==> src/rtl/sysid_timeout_ctr.sv <==
// Saturating per-access timeout counter for simple bus masters.
// Ports:
//   clock, reset : system clock, synchronous active-high reset
//   clear        : zero the count (wins over enable)
//   enable       : count this cycle
//   limit        : number of enabled cycles allowed per access
//   hit          : this enabled cycle is the one in which the count reaches limit
module sysid_timeout_ctr #(
  parameter int W = 16
) (
  input  logic         clock,
  input  logic         reset,
  input  logic         clear,
  input  logic         enable,
  input  logic [W-1:0] limit,
  output logic         hit
);

  logic [W-1:0] count;
  logic [W:0]   count_inc;

  // One extra bit so the compare is correct even at the saturation value.
  assign count_inc = {1'b0, count} + {{W{1'b0}}, 1'b1};
  assign hit       = enable && (count_inc >= {1'b0, limit});

  always_ff @(posedge clock) begin
    if (reset) begin
      count <= '0;
    end else if (clear) begin
      count <= '0;
    end else if (enable && (count != {W{1'b1}})) begin
      count <= count_inc[W-1:0];
    end
  end

endmodule

==> config.mk <==
export PLATFORM = sky130hd
export DESIGN_NAME = sysid_timeout_ctr
export DESIGN_NICKNAME = d
export VERILOG_FILES = /design/src/rtl/sysid_timeout_ctr.sv
export SDC_FILE = /design/constraint.sdc
export NUM_CORES = 1
export LEC_CHECK = 0
export BUFFER_PORTS_ARGS = -buffer_cell sky130_fd_sc_hd__buf_4
export CELL_PAD_IN_SITES_DETAIL_PLACEMENT = 1
export CELL_PAD_IN_SITES_GLOBAL_PLACEMENT = 1
export CORE_MARGIN = 4
export CORE_UTILIZATION = 38
export DETAILED_ROUTE_END_ITERATION = 8
export PLACE_DENSITY_LB_ADDON = 0.12
export SLEW_MARGIN = 30
export SYNTH_ARGS = -nofsm -noshare
export SYNTH_HDL_FRONTEND = slang
export SYNTH_SLANG_ARGS = --single-unit
==> constraint.sdc <==
create_clock -name clock -period 2.72 [get_ports clock]
set_clock_uncertainty 0.1 [all_clocks]
set_input_delay 0.408 -clock clock [delete_from_list [all_inputs] [get_ports clock]]
set_output_delay 0.408 -clock clock [all_outputs]
set_load 0.03 [all_outputs]
==> metrics.md <==
| Metric | Value |
|---|---|
| Grt ovf | `0` |
| Maximum net fanout on the critical path | `4` |
| Number of buffers inserted by port buffering | `20` |
| Final setup violation count | `1` |
| Worst Setup Path Type | `register to output pin` |
| Achievable frequency | `about 320 MHz` |
| Fraction of synthesized cell area taken by the top area cell type | `23.00%` |
| Post-Syn Area | `1393 µm²` |
| Register ranked first by flip-flop count | `count` |
| Number of clock sinks | `16` |
| Origin of the critical flop-to-flop path | `count[10]` |
| RSZ-0062 raised after global routing | `yes` |
| Synth unique cells | `37` |
| Worst slack, placed | `-0.2165 ns` |
| Normalized max-slew margin | `a little over two thirds` |
| Area of the core region | `~3400 µm²` |
| Required time of the critical path | `2.21 ns` |
| Chip Width | `about 69 µm` |
| Combined buffer and inverter count along the critical path | `1` |
| Post-synth ARST share | `0%` |
| Share of the clock period used by the worst path after layout | `116.6%` |
| Starting Density | `between 40% and 50%` |
| Number of global-route vias before repair | `about 1500` |
| Clock tree root driver cell | `clkbuf_8` |
| Worst slew pin tran | `0.4538 ns` |
| Layout overhead on the synthesized area | `39.08%` |
| Worst R2R End | `count[13]` |
| Syn_nets | `202` |
| Worst r2r path cells | `8` |
| Reported leakage power | `slightly below 1 nW` |
| Largest net degree at the start of global routing | `17` |
| Number of flip-flops and latches in the synthesized netlist | `16` |
| Synth Instances | `about 170` |
| Share of layout cells above drive strength 1 | `between 30 and 40%` |
| Post-synth EDFFs | `0` |
| Largest regs | `count (16)` |
| Tmin final | `between 3 and 4 ns` |
| Deepest level of the CTS H-tree | `1` |
| Rows | `21` |
| Synthesized area per cell | `8.440 µm²` |
| Final weighted congestion in routability-driven placement | `0.8380` |
| Final hold violation count | `0` |
| CTS max path bufs | `2` |
| Remaining design rule violation count | `0` |
| Worst Setup Start Kind | `register` |
| Worst min-delay path endpoint | `count[1]` |
| Total half-perimeter wirelength after legalization and detailed placement | `3.099 mm` |
| CP delay by family, top | `simple AND/OR/NAND/NOR gates` |
| Portion of the post-synthesis area used by sequential elements | `23.00%` |
| Setup TNS | `-0.4523 ns` |
| Areal power density over the cells | `267.3 nW/µm²` |
| Peak supply drop | `between 100 and 150 µV` |
| Met2 wire len | `approximately 2.3 mm` |
| Worst hold path stage count | `2` |
| Number of CTS-inserted buffers | `3` |
| CTS tree | `yes` |
| Die outline height | `around 69 µm` |
| Final instance area | `just under 2000 µm²` |
| I/O pins | `21` |
| Run status | `finished, violations left` |
| Die footprint | `about 4700 µm²` |
| Top Metal Used | `met4` |
| Antenna-violating nets left | `0` |
| Clock-pin slew on the worst setup and hold paths | `~0.06 ns` |
| Delay of the slowest cell on the worst path | `roughly 0.37 ns` |
| Leading cell types by count after synthesis | `ha_1, xor2_1, dfxtp_1, inv_1, nor2_1` |
| Clock latency on the worst-skew pair | `about 0.26 ns` |
| Pre-Repair DR Iteration Count | `4` |
| Setup crit end kind | `output pin` |
| Pins over their slew limit | `0` |
| Violated checks | `setup timing` |
| Top_reg_cell synth | `dfxtp_1` |
| Met3 WL post-DR | `around 130 µm` |
| Violation count after the first detailed-routing iteration | `56` |
| Routed wire length | `between 4 and 5 mm` |
| Number of nets in the layout | `between 200 and 300` |
| Final worst setup slack | `-0.4523 ns` |
| Number of warnings reported in the yosys synthesis log | `0` |
| Ranking of synthesized cells by area | `dfxtp_1, ha_1, xor2_1` |
| Wire length per cell | `between 15 and 20 µm` |
| Met1 routed wirelength after detailed routing | `about 1.8 mm` |
| Total Routing Usage GR | `just under 20%` |
| Arrival time worst endpoint | `between 2 and 3 ns` |
| Area leader, netlist | `dfxtp_1` |
| Path class of the lowest-slack min-delay path | `register to register` |
| Critical hold path startpoint | `count[1]` |
| Antenna cells | `0` |
| Max capacitance violation total | `0` |
| Number of hold buffers added after CTS | `0` |
| Number of antenna violations at the first check in global routing | `0` |
| CP max stage cell | `dfxtp_4` |
| Worst path cell trace | `ha_2 > and4_4 > nor3b_4 > nand2_1 > xnor2_1 > ha_1 > a21oi_1 > o21ai_1 > nand4_1 > o211ai_1 > o2bb2ai_4 > buf_6` |
| Via count | `1368` |
| R2r setup slk | `roughly 0.51 ns` |
| Share of the core filled with cells | `approximately 56%` |
| Wire length of the first global-routing pass | `around 6.9 mm` |
| Via density per instance | `5.262` |
| Number of flip-flops under the largest register name | `16` |
| Placed cell areas | `1779 µm²` |
metrics by stage:
step | hold slack, ns | power (mW) | instances
after floorplan | 0.3771 | 0.2699 | 165
after global placement | 0.3963 | 0.2987 | 249
after detailed placement | 0.4116 | 0.3034 | 249
after CTS | 0.4456 | 0.5279 | 257
after global routing | 0.4998 | 0.5465 | 260
final | 0.4650 | 0.5177 | 260
metal layers:
layer  global-route usage (%)  vias up
met4                    5.707        0
met1                    21.88      664
li1                         -      674
met2                    37.19       22
met3                    4.052        8
met5                        0        -
how the worst max path moves through the flow:
stage,start,endpoint,slack [ns],cells after the start
detailed placement,count[0],hit,-0.22,10
floorplan,count[0],hit,0.03,11
finish,count[1],hit,-0.45,12
global route,count[1],hit,-0.59,12
CTS,count[1],hit,-0.38,11
global placement,count[0],hit,-0.05,10
tightest hold or removal path, cell delays in order (launching register included):
cell     delay, ns
dfxtp_4       0.37
mux2i_1       0.08
nor2_1        0.08
area by class of cell:
cell class                 count  area (µm²)
sequential                    16       330.3
inverter                      16       60.06
fill                         423        1505
timing repair buffer          51       386.6
multi-input combinational    127        1047
tap                           46       57.56
clock buffer                   4       55.05
layout by cell type (no fill, tap or decap), types with 2 or more instances in the layout:
cell type and n:
buf_4 50, xor2_1 17, inv_1 16, nor2_1 16, ha_1 15, o211ai_1 10
dfxtp_1 10, a21oi_1 9, nand2_1 8, xnor2_1 7, dfxtp_2 5, nand4_1 4
o21ai_0 4, clkbuf_8 4, and3_2 3, nand3_1 3, nand4_4 2, nor3_1 2
and3_1 2, o21ai_1 2, nand2b_1 2, mux2i_1 2, or3_1 2, ha_2 2
power breakdown:
part | internal (mW) | switching, mW
Sequential | 0.235 | 0.00112
Clock | 0.129 | 0.0901
Combinational | 0.0331 | 0.0301
Total | 0.396 | 0.121
cells by family after synthesis:
kind of cell / after synthesis / share of synthesized area (%)
AO/OA/AOI/OAI: 30 / 13.48
buffers and inverters: 22 / 7.009
flip-flops: 16 / 23.00
multiplexers: 2 / 1.438
adder cells (fa/ha/maj): 17 / 15.27
AND/OR/NAND/NOR: 53 / 24.08
XOR/XNOR: 25 / 15.72
repair_timing:
item	4_1_cts	5_1_grt
gates resized for setup	6	7
buffers inserted	4	3
setup endpoints to repair	1	1
pin swaps	2	9
No activity file was read; power rests on OpenSTA's default activity.
